--- src/rtl/db_arbiter.sv ---
// db_arbiter
// ----------
// Round-robin arbiter sharing the single key-lookup port of db_top between NPORT
// Ethernet front-ends. One request is granted per cycle and registered towards
// db_top. The winner's port ID is pushed into an in-order tag FIFO. Each db_top
// result pops the FIFO head and is steered back to the port that issued it.
// Everything runs in the db_clk domain.
//
// Parameters
//   NPORT      number of requesters (2..8)
//   KEY_SIZE   lookup key width in bits
//   TAG_DEPTH  maximum outstanding lookups (power of two, 2..32)
//
// Ports
//   clk, rst_n      clock (rising edge) and asynchronous active-low reset
//   req_key         per-port key, port p at [p*KEY_SIZE +: KEY_SIZE]
//   req_flag        per-port flag, port p at [p*4 +: 4]
//   req_valid       per-port request present
//   req_ready       one-hot grant (combinational)
//   resp_valid      one-hot result strobe (registered)
//   resp_flag       result flag, meaningful while resp_valid != 0
//   db_in_key/flag  registered key/flag towards db_top
//   db_in_valid     one-cycle issue strobe towards db_top
//   db_out_valid    result strobe from db_top
//   db_out_flag     result flag from db_top
//   err_orphan      sticky: a result arrived while no lookup was outstanding
//
// Optional feature (macro DB_ARB_STATS_EN)
//   grant_cnt       NPORT x 32-bit handshake counters, port p at [p*32 +: 32]
//   orphan_cnt      16-bit orphan-result counter
//   Counters reset to 0, wrap at their maximum, and update one cycle after the event.

module db_arbiter #(
  parameter int unsigned NPORT     = 2,
  parameter int unsigned KEY_SIZE  = 96,
  parameter int unsigned TAG_DEPTH = 8
) (
  input  logic                      clk,
  input  logic                      rst_n,
  input  logic [NPORT*KEY_SIZE-1:0] req_key,
  input  logic [NPORT*4-1:0]        req_flag,
  input  logic [NPORT-1:0]          req_valid,
  output logic [NPORT-1:0]          req_ready,
  output logic [NPORT-1:0]          resp_valid,
  output logic [3:0]                resp_flag,
  output logic [KEY_SIZE-1:0]       db_in_key,
  output logic [3:0]                db_in_flag,
  output logic                      db_in_valid,
  input  logic                      db_out_valid,
  input  logic [3:0]                db_out_flag,
`ifdef DB_ARB_STATS_EN
  output logic [NPORT*32-1:0]       grant_cnt,
  output logic [15:0]               orphan_cnt,
`endif
  output logic                      err_orphan
);

  localparam int unsigned PtrW  = $clog2(TAG_DEPTH);
  localparam int unsigned CntW  = PtrW + 1;
  localparam int unsigned PortW = $clog2(NPORT);

  // Arbitration state
  logic [PortW-1:0] rr_ptr;
  logic [PortW-1:0] win;
  logic             found;
  logic [PortW-1:0] rr_next;
  logic             has_room;
  logic [NPORT-1:0] eligible;

  // Tag FIFO
  logic [PortW-1:0] tag_mem [TAG_DEPTH];
  logic [PtrW-1:0]  wr_ptr;
  logic [PtrW-1:0]  rd_ptr;
  logic [CntW-1:0]  count;
  logic [PortW-1:0] head;
  logic [NPORT-1:0] head_onehot;

  logic push;
  logic pop;
  logic orphan;

  // Room is judged on the registered count only, so a pop in this cycle never
  // opens a slot early and req_ready stays independent of db_out_valid.
  assign has_room = (count < CntW'(TAG_DEPTH));
  assign eligible = req_valid & {NPORT{has_room}};

  // Round-robin search starting at rr_ptr; first eligible port wins.
  always_comb begin
    int idx;
    idx   = 0;
    found = 1'b0;
    win   = '0;
    for (int i = 0; i < int'(NPORT); i++) begin
      idx = int'(rr_ptr) + i;
      if (idx >= int'(NPORT)) begin
        idx = idx - int'(NPORT);
      end
      if (!found && eligible[PortW'(idx)]) begin
        found = 1'b1;
        win   = PortW'(idx);
      end
    end
  end

  always_comb begin
    req_ready = '0;
    if (found) begin
      req_ready[win] = 1'b1;
    end
  end

  // Explicit wrap so non-power-of-two NPORT works.
  always_comb begin
    if (win == PortW'(NPORT - 1)) begin
      rr_next = '0;
    end else begin
      rr_next = win + 1'b1;
    end
  end

  assign push   = found;
  assign pop    = db_out_valid && (count != '0);
  assign orphan = db_out_valid && (count == '0);
  assign head   = tag_mem[rd_ptr];

  always_comb begin
    head_onehot       = '0;
    head_onehot[head] = 1'b1;
  end

  // Round-robin pointer
  always_ff @(posedge clk or negedge rst_n) begin
    if (!rst_n) begin
      rr_ptr <= '0;
    end else if (push) begin
      rr_ptr <= rr_next;
    end
  end

  // Tag FIFO storage and pointers; pointers wrap naturally at TAG_DEPTH.
  always_ff @(posedge clk or negedge rst_n) begin
    if (!rst_n) begin
      for (int i = 0; i < int'(TAG_DEPTH); i++) begin
        tag_mem[i] <= '0;
      end
      wr_ptr <= '0;
      rd_ptr <= '0;
      count  <= '0;
    end else begin
      if (push) begin
        tag_mem[wr_ptr] <= win;
        wr_ptr          <= wr_ptr + 1'b1;
      end
      if (pop) begin
        rd_ptr <= rd_ptr + 1'b1;
      end
      unique case ({push, pop})
        2'b10:   count <= count + 1'b1;
        2'b01:   count <= count - 1'b1;
        default: count <= count;
      endcase
    end
  end

  // Issue path towards db_top; key/flag hold between issues.
  always_ff @(posedge clk or negedge rst_n) begin
    if (!rst_n) begin
      db_in_valid <= 1'b0;
      db_in_key   <= '0;
      db_in_flag  <= '0;
    end else begin
      db_in_valid <= push;
      if (push) begin
        db_in_key  <= req_key[win*KEY_SIZE +: KEY_SIZE];
        db_in_flag <= req_flag[win*4 +: 4];
      end
    end
  end

  // Return path: steer the result to the FIFO head; orphans are dropped.
  always_ff @(posedge clk or negedge rst_n) begin
    if (!rst_n) begin
      resp_valid <= '0;
      resp_flag  <= '0;
      err_orphan <= 1'b0;
    end else begin
      resp_valid <= '0;
      if (pop) begin
        resp_valid <= head_onehot;
        resp_flag  <= db_out_flag;
      end
      if (orphan) begin
        err_orphan <= 1'b1;
      end
    end
  end

`ifdef DB_ARB_STATS_EN
  always_ff @(posedge clk or negedge rst_n) begin
    if (!rst_n) begin
      grant_cnt  <= '0;
      orphan_cnt <= '0;
    end else begin
      for (int p = 0; p < int'(NPORT); p++) begin
        if (push && (win == PortW'(p))) begin
          grant_cnt[p*32 +: 32] <= grant_cnt[p*32 +: 32] + 32'd1;
        end
      end
      if (orphan) begin
        orphan_cnt <= orphan_cnt + 16'd1;
      end
    end
  end
`endif

endmodule
--- config.mk ---
export PLATFORM = sky130hd
export DESIGN_NAME = db_arbiter
export DESIGN_NICKNAME = d
export VERILOG_FILES = /design/src/rtl/db_arbiter.sv
export SDC_FILE = /design/constraint.sdc
export NUM_CORES = 1
export LEC_CHECK = 0
export CAP_MARGIN = 20
export CORE_MARGIN = 2
export CORE_UTILIZATION = 30
export CTS_CLUSTER_DIAMETER = 150
export DETAILED_ROUTE_END_ITERATION = 10
export GPL_TIMING_DRIVEN = 0
export PLACE_DENSITY_LB_ADDON = 0.05
export SLEW_MARGIN = 40
export SYNTH_ARGS = -nofsm -noshare
export SYNTH_HDL_FRONTEND = slang
export SYNTH_SLANG_ARGS = --single-unit
export TNS_END_PERCENT = 10
--- constraint.sdc ---
create_clock -name clk -period 3.1 [get_ports clk]
set_input_delay 0.62 -clock clk [delete_from_list [all_inputs] [get_ports clk]]
set_output_delay 0.62 -clock clk [all_outputs]
set_load 0.05 [all_outputs]
After elaboration in Yosys (flattened, before gate mapping)
Index checks and enable logic that the tools add are counted.
- register bits after elaboration: 127
- logic and storage cells: 80
- shift operators: 2
- muxes and demuxes: 24
- reduce and logical (&&, ||, !) cells: 10
- $lt $le $gt $ge: 12
- equal/unequal tests: 2
- bitwise operators: 3
- $mul: 1
- $add $sub $neg: 8
- operators by type and width (kind ; number):
    $shiftx A192 B9 Y96 ; 1
    $mux W1 ; 16
    $bwmux W8 ; 1
    $ge A4 B4 Y1 const B ; 2
    $not A3 Y4 ; 2
    $pmux W4 S2 ; 1
    $shiftx A8 B4 Y4 ; 1
    $add A3 B1 Y3 const B ; 2
    $logic_and A1 B1 Y1 ; 6
    $lt A1 B3 Y1 const B ; 2
    $add A4 B1 Y4 const B ; 1
    $logic_not A4 Y1 ; 1
    $lt A1 B2 Y1 const B ; 2
    $lt A4 B1 Y1 const B ; 1
    $lt A4 B4 Y1 const B ; 1
    $mux W2 ; 2
    $reduce_bool A4 Y1 ; 1
    $sub A4 B1 Y4 const B ; 1
    $bmux W1 S3 ; 1
    $demux W1 S3 ; 1
    $mul A1 B2 Y3 const B ; 1
    $add A1 B1 Y2 const B ; 1
    $demux W1 S1 ; 2
    $eq A2 B1 Y1 const B ; 1
    other kinds (9) ; 11

Longest topological paths before layout
Gate-level depths: netlist of the first run.
- depth after elaboration: 14
- gate-level depth with buffers: 11

Worst setup path after synthesis of the first run
Ideal clock, no wire load.
- path kind: input port to output port
- start: in req_valid[0]
- end: out req_ready[0]
- data arrival time: 1.738 ns
- buffers on the path: 3
- slack: 0.742 ns
- stages: 5
- path through: nand2b_4 > buf_6 > buf_6 > buf_2 > nor2_1
- longest elaborated chain between the ends: 12
- elaborated cells between the ends (all ways): 17
- RTL lines (element ; line ; RTL):
    start: declaration ; 42 ; input logic [NPORT-1:0] req_valid,
    $and A1 B1 Y1 * ; 85 ; assign eligible = req_valid & {NPORT{has_room}};
    $mux W1 (not written as such) (2 in a row) ; 98 ; if (!found && eligible[PortW'(idx)]) begin
    $mux W1 ; 98 ;
    $logic_not A1 Y1 ; 98 ;
    $logic_and A1 B1 Y1 ; 98 ;
    $mux W1 ; 98 ;
    $lt A1 B2 Y1 (not written as such) / $ge A1 B1 Y1 (equally long branches) ; 108 ; req_ready[win] = 1'b1;
    $logic_and A1 B1 Y1 (not written as such) ; 108 ;
    $mux W1 (not written as such) ; 108 ;
    $demux W1 S1 ; 108 ;
    $mux W2 * ; 107 ; if (found) begin
    end: declaration ; 43 ; output logic [NPORT-1:0] req_ready,
Every way passes the cells marked *; elsewhere a longest branch is shown, timed or not. The select of a mux whose other input is x is not followed.

Final worst setup path of the first run
Same ends and word-level chain as after synthesis.

==> key figures, run 1 <==
Synth
  • Top cells by area, synth: dfrtp_1 (54%), mux2i_1 (17%), o21ai_0 (8.6%)
  • Post-Synthesis Mean Instance Area: ~11 µm²
  • Share of the synthesized area in the top cell type: 54.3%
  • Post-synth ARST share: 100%
  • Most frequent cell after synthesis: dfrtp_1
  • Synthesized net count: about 760
  • Sequential fraction of the synthesis area: between 50% and 60%
  • Synth Flop Type: dfrtp_1
  • Post-synthesis instance total: ~540
  • Cell taking the most area after synthesis: dfrtp_1
  • Syn Std Cell Area: between 5000 and 6000 µm²
  • Top post-synthesis cells by count: dfrtp_1 (127), nand2_1 (120), mux2i_1 (101), o21ai_0 (100), buf_2 (16)
  • Synthesis Warnings: 0
  • EDFF count, synth: 0
  • Post-synth cell types: 32
  • Yosys reg bits: 127

Drt
  • Average wire per standard cell: approximately 17 µm
  • Detailed-route via count: 5,251
  • Vias/cell: 4.54
  • Final ANT Viol Nets: 0
  • Drc violations: 0
  • DRT iter0 DRCs: about 170
  • Aggregate routed wire length: 19.3 mm
  • TritonRoute pass-1 iters: 4

Worst setup path
  • Arr. time, crit path: 2390 ps
  • Max incr delay on CP: approximately 570 ps
  • CP required: about 2500 ps
  • R2R depth: 11
  • CP max-delay cell: dlygate4sd2_1
  • Crit path top cell by count: buf_6
  • Flop-to-flop setup slack: 510 ps
  • CP Max Fanout: 11
  • Cell Chain, Critical Path: clkdlybuf4s50_1 -> nand2b_4 -> buf_6 -> buf_6 -> buf_2 -> nor2_1 -> dlygate4sd2_1
  • Crit Path Category: input pin to output port
  • RR Endpoint: count[2]
  • Worst r2r src: count[1]
  • Worst Setup EP: req_ready[0]
  • Startpoint Class: input pin
  • CP endpoint kind: output port
  • CP startpoint: req_valid[0]

Power
  • Worst VDD drop: approximately 0.37 mV
  • Pwr Density: 1140 nW/µm²
  • Leak Pwr: 0.00445 µW

Clock network
  • CTS tree: yes
  • Root buf cell: clkbuf_16
  • Htree depth: 4
  • Hold_buf cts: 0
  • Clock Latency Late Sink: 420 ps
  • Post-CTS setup buffers: 0
  • Max Root-Sink Buffers: 2
  • Reg clk slew, reported paths: approximately 60 ps
  • Post_cts resized: 2
  • CTS Buf Count: 17
  • Clock sink total: 127

STA
  • Hold Fails Final Rpt: 0
  • Rel. slew slack: about 60%
  • RSZ-0062 raised after global routing: false
  • Final setup fails: 0
  • Max-slew violations: 0
  • Post-route setup slack: 93.7 ps
  • Period minus WS final: 3010 ps
  • Clock skew: ~11 ps
  • Setup_tns: 0 ps
  • Worst-margin pin slew: ~600 ps
  • Fmax: 333 MHz
  • Final period util: about 97%

Run status
  • Outcome: complete, no violations

Finish
  • Finished Layout Cells: 1,157
  • ANT cells: 0
  • Multi-input gate area in the final layout: 2450 µm²
  • Final instance area: 10,000 µm²
  • Reg area: between 3000 and 4000 µm²
  • Fill cell count: 1,747
  • Proportion of layout cells with a drive suffix above 1: 8.30%
  • Finished Core Util: between 50% and 60%
  • Nets: 1,093
  • Area delta synth->final: 71.3%

Placed design
  • Placement Cell Area: 9390 µm²
  • Dpl hpwl: around 15 mm
  • Post-Place Worst Slack: -200 ps
  • Port Buffer Count: 317
  • Routability Congestion: slightly below 0.8
  • Placed insts: approximately 1,100

Floorplan
  • I/O pin cnt: 319
  • Die height: approximately 140 µm
  • Die ar.: 20,600 µm²
  • Placement Rows: 51
  • Die width: 144 µm
  • Initial Util: 30.4%
  • Core area: 19,300 µm²

GRT
  • Global Route Usage Sum: 19.3%
  • GRT overflow: 0
  • Largest net degree at the start of global routing: 65
  • Antenna violations before repair: 0
  • Vias in the first global route: 5,530
  • First-pass GRT wire length: 29.7 mm

Hold path
  • HP Class: input pin to async pin

Flow run
  • MaxCap Viol Count: 0
final cells by class:
class	count	share of cell area, %
clock buffer	21	4.50
multi-input combinational	374	24.4
tap	265	3.31
inverter	2	0.125
sequential	127	31.7
buffer	39	2.07
clock inverter	11	1.87
timing repair buffer	318	32.0
through the flow:
step | hold WS, ps | power (µW)
floorplan | 324 | 7010
global placement | 437 | 9320
detailed placement | 446 | 9410
CTS | 141 | 11600
global route | 151 | 12100
finish | 122 | 11500
worst min path at each step:
| stage | cells after the start | slack (ps) | to | from |
|---|---|---|---|---|
| 2_1_floorplan | 0 | 320 | count[0] | rst_n |
| 3_3_place_gp | 1 | 440 | err_orphan | err_orphan |
| 3_5_place_dp | 1 | 450 | err_orphan | err_orphan |
| 4_1_cts | 1 | 140 | db_in_key[40] | rst_n |
| 5_1_grt | 1 | 150 | db_in_key[40] | rst_n |
| 6_report | 1 | 120 | db_in_key[40] | rst_n |
layout by cell type, fill, tap and decap left out, types with 5 or more instances in the layout:
cell	n
buf_2	16
buf_4	7
bufinv_16	5
clkbuf_1	16
clkbuf_16	17
clkdlybuf4s50_1	314
dfrtp_1	127
ha_1	5
mux2_2	9
mux2i_1	101
nand2_1	120
o21ai_0	100
xnor2_1	7
routing by layer:
metal  global-route usage, %  part of all wire [%]  up-vias
met3                    7.76                   8.7       26
met2                    32.7                    50      204
met5                       0                     0        -
li1                        -                     -     2537
met1                    22.2                    40     2484
met4                    6.45                   2.0        0
where the power goes:
| group | internal, µW | total [µW] | switching [µW] |
|---|---|---|---|
| logic | 2280 | 6380 | 4100 |
| clock network | 1440 | 2170 | 723 |
| registers | 2450 | 2910 | 464 |
| total | 6170 | 11500 | 5290 |
logic make-up (layout without fill, tap and decap cells):
group / after synthesis / after routing / share of synthesized area, %
AOI/OAI and AO/OA: 103 / 103 / 8.92
xor gates and xnor gates: 10 / 10 / 1.50
adders and majority gates: 5 / 5 / 1.07
buffers and inverters: 42 / 391 / 3.83
DFF: 127 / 127 / 54.3
muxes: 112 / 112 / 19.8
and+or+nand+nor: 144 / 144 / 10.6
sequential cells by signal, indices dropped and copies added (netlist names):
signal       flops
db_in_valid      1
resp_flag        4
wr_ptr           3
tag_mem          8
db_in_flag       4
rr_ptr           1
resp_valid       2
db_in_key       96
err_orphan       1
count            4
rd_ptr           3
worst max-delay path: cells and delay by family:
family	cells	cell delay (ps)
and+or+nand+nor	2	170
buffers and inverters	5	1600
(Power assumes the default switching activity.)
==> inputs of run 2 (changes only) <==
--- a/config.mk
+++ b/config.mk
@@ -12,6 +12,7 @@
 export DETAILED_ROUTE_END_ITERATION = 10
 export GPL_TIMING_DRIVEN = 0
 export PLACE_DENSITY_LB_ADDON = 0.05
+export RECOVER_POWER = 25
 export SLEW_MARGIN = 40
 export SYNTH_ARGS = -nofsm -noshare
 export SYNTH_HDL_FRONTEND = slang
==> key figures, run 2 (synthesis results as in run 1) <==
Power
  • Switching share of total power: 46.1% (about the same)
  • Leak Pwr: 0.00443 µW (-0.26%)
  • Sequential power share: 25.4% (about the same)
  • Pwr Density: 1150 nW/µm² (+0.26%)
  • Combinational power share: 55.7% (about the same)
  • Clock Power Share: 18.9% (about the same)
  • P_int: 6170 µW (about the same)
  • Worst VDD drop: 0.373 mV (about the same)
  • Psw: 5290 µW (about the same)

Floorplan
  • Placement Rows: 51 (unchanged)
  • Die ar.: 20,600 µm² (unchanged)
  • I/O pin cnt: 319 (unchanged)
  • Die width: 144 µm (unchanged)
  • Core area: 19,300 µm² (unchanged)
  • Initial Util: 30.4% (unchanged)
  • Die height: 144 µm (unchanged)

GRT
  • Largest net degree at the start of global routing: 65 (unchanged)
  • Global Route Usage Sum: 19.3% (unchanged)
  • Vias in the first global route: 5,530 (unchanged)
  • Antenna violations before repair: 0 (unchanged)
  • GRT overflow: 0 (unchanged)
  • First-pass GRT wire length: 29.7 mm (unchanged)

STA
  • RSZ-0062 raised after global routing: false
  • Rel. slew slack: -9.23% (-69 points)
  • Clock skew: 10.7 ps (-0.0549 ps)
  • Period minus WS final: 3010 ps (-0.338 ps)
  • Final setup fails: 0 (unchanged)
  • Max-slew violations: 65 (+65)
  • Worst-margin pin slew: 1640 ps (+1040 ps)
  • Hold Fails Final Rpt: 0 (unchanged)
  • Fmax: 333 MHz (about the same)
  • Final period util: 97.0% (about the same)
  • Setup_tns: 0 ps (unchanged)

Worst setup path
  • CP required: 2480 ps (about the same)
  • CP endpoint kind: output port
  • CP Max Fanout: 11 (unchanged)
  • Worst Path Buf+Inv: 5 (unchanged)
  • Crit Path Category: input pin to output port
  • Arr. time, crit path: 2390 ps (about the same)
  • Max incr delay on CP: 570 ps (about the same)
  • Startpoint Class: input pin
  • Cell Chain, Critical Path: clkdlybuf4s50_1 -> nand2b_4 -> buf_6 -> buf_6 -> buf_2 -> nor2_1 -> dlygate4sd2_1
  • CP max-delay cell: dlygate4sd2_1
  • Crit path max-delay family: buffers and inverters
  • Crit path top cell by count: buf_6

Finish
  • Most common cell after layout, fill and taps aside: clkdlybuf4s50_1
  • Final instance area: 9990 µm² (-0.30%)
  • Fill cell count: 1,750 (+0.17%)
  • Largest register FFs: 96 (unchanged)
  • Biggest regs: db_in_key: 96 flops, tag_mem: 8 flops
  • Nets: 1,093 (unchanged)
  • Most flop-heavy register: db_in_key
  • Reg area: 3180 µm² (unchanged)
  • Area delta synth->final: 70.7%
  • Proportion of layout cells with a drive suffix above 1: 8.30% (unchanged)
  • Multi-input gate area in the final layout: 2450 µm² (unchanged)
  • ANT cells: 0 (unchanged)
  • Commonest cells after routing, fill and taps aside: clkdlybuf4s50_1 (314), dfrtp_1 (127), nand2_1 (120)

Clock network
  • Htree depth: 4 (unchanged)
  • Root buf cell: clkbuf_16
  • CTS Buf Count: 17 (unchanged)
  • Hold_buf cts: 0 (unchanged)
  • Max Root-Sink Buffers: 2 (unchanged)
  • Reg clk slew, reported paths: 60 ps (about the same)
  • CTS tree: yes
  • Clock Latency Late Sink: 420 ps (about the same)
  • Clock sink total: 127 (unchanged)
  • Post-CTS setup buffers: 0 (unchanged)

Placed design
  • Port Buffer Count: 317 (unchanged)
  • Dpl hpwl: 15.3 mm (unchanged)
  • Placement Cell Area: 9390 µm² (unchanged)
  • Routability Congestion: 0.786 (unchanged)

Drt
  • Vias/cell: 4.53 (about the same)
  • Detailed-route via count: 5,246 (-0.095%)
  • Aggregate routed wire length: 19.3 mm (about the same)
  • TritonRoute pass-1 iters: 4 (unchanged)
  • Drc violations: 0 (unchanged)
  • Final ANT Viol Nets: 0 (unchanged)
  • Average wire per standard cell: 16.7 µm (about the same)
  • DRT iter0 DRCs: 175 (+6.1%)

Run status
  • Outcome: finished, violations left
  • Failing checks: capacitance limit, slew limit

Hold path
  • HP Class: register to register

Flow run
  • MaxCap Viol Count: 1 (+1)
-- run 2: final timing paths --
check / end / slack [ps] / from / depth (start not counted)
max reg2reg: count[2] / 520 / count[1] / 11
max in group asynchronous: db_in_key[15] / 740 / rst_n / 2
min in group asynchronous: db_in_key[40] / 590 / rst_n / 1
min reg2reg: err_orphan / 450 / err_orphan / 1
min: err_orphan / 450 / err_orphan / 1
max: req_ready[0] / 90 / req_valid[0] / 7
-- run 2: layout make-up --
class | count | share of cell area (%)
plain buffers | 39 | 2.08
clock buffers | 21 | 4.51
clock inverters | 11 | 1.88
inverters | 2 | 0.125
multi-input cells | 374 | 24.5
flip-flops and latches | 127 | 31.8
well taps | 265 | 3.32
repair buffers | 318 | 31.8
-- run 2: repair_timing --
action | CTS | global route
hold endpoints to repair | 0 | 0
setup endpoints to repair | 2 | 1
resized for setup | 2 | 0
-- run 2: metrics by stage --
step | cells | total power (µW) | setup slack (ps) | util [%] | hold slack [ps]
after detailed placement | 1126 | 9410 | -200 | 48.7 | 446
final | 1157 | 11500 | 94.0 | 51.8 | 449
after floorplan | 543 | 7010 | 742 | - | 324
after global placement | 1125 | 9320 | -3650 | 48.5 | 437
after CTS | 1158 | 11600 | 18.7 | 52.0 | 141
after global routing | 1157 | 12100 | 15.3 | 51.8 | 471
-- run 2: metal layers --
| metal | global-route usage (%) | part of all wire (%) |
|---|---|---|
| met3 | 7.76 | 9.0 |
| met1 | 22.2 | 39 |
| met4 | 6.45 | 2.0 |
| met5 | 0 | 0 |
| met2 | 32.7 | 50 |
-- run 2: power by group through the flow --
stage          registers (µW)  clock network [µW]  logic (µW)
4_1_cts                  2920                2210        6490
3_3_place_gp             2900                   0        6420
3_5_place_dp             2930                   0        6480
5_1_grt                  3020                2300        6790
2_1_floorplan            5160                   0        1850
6_report                 2910                2170        6380
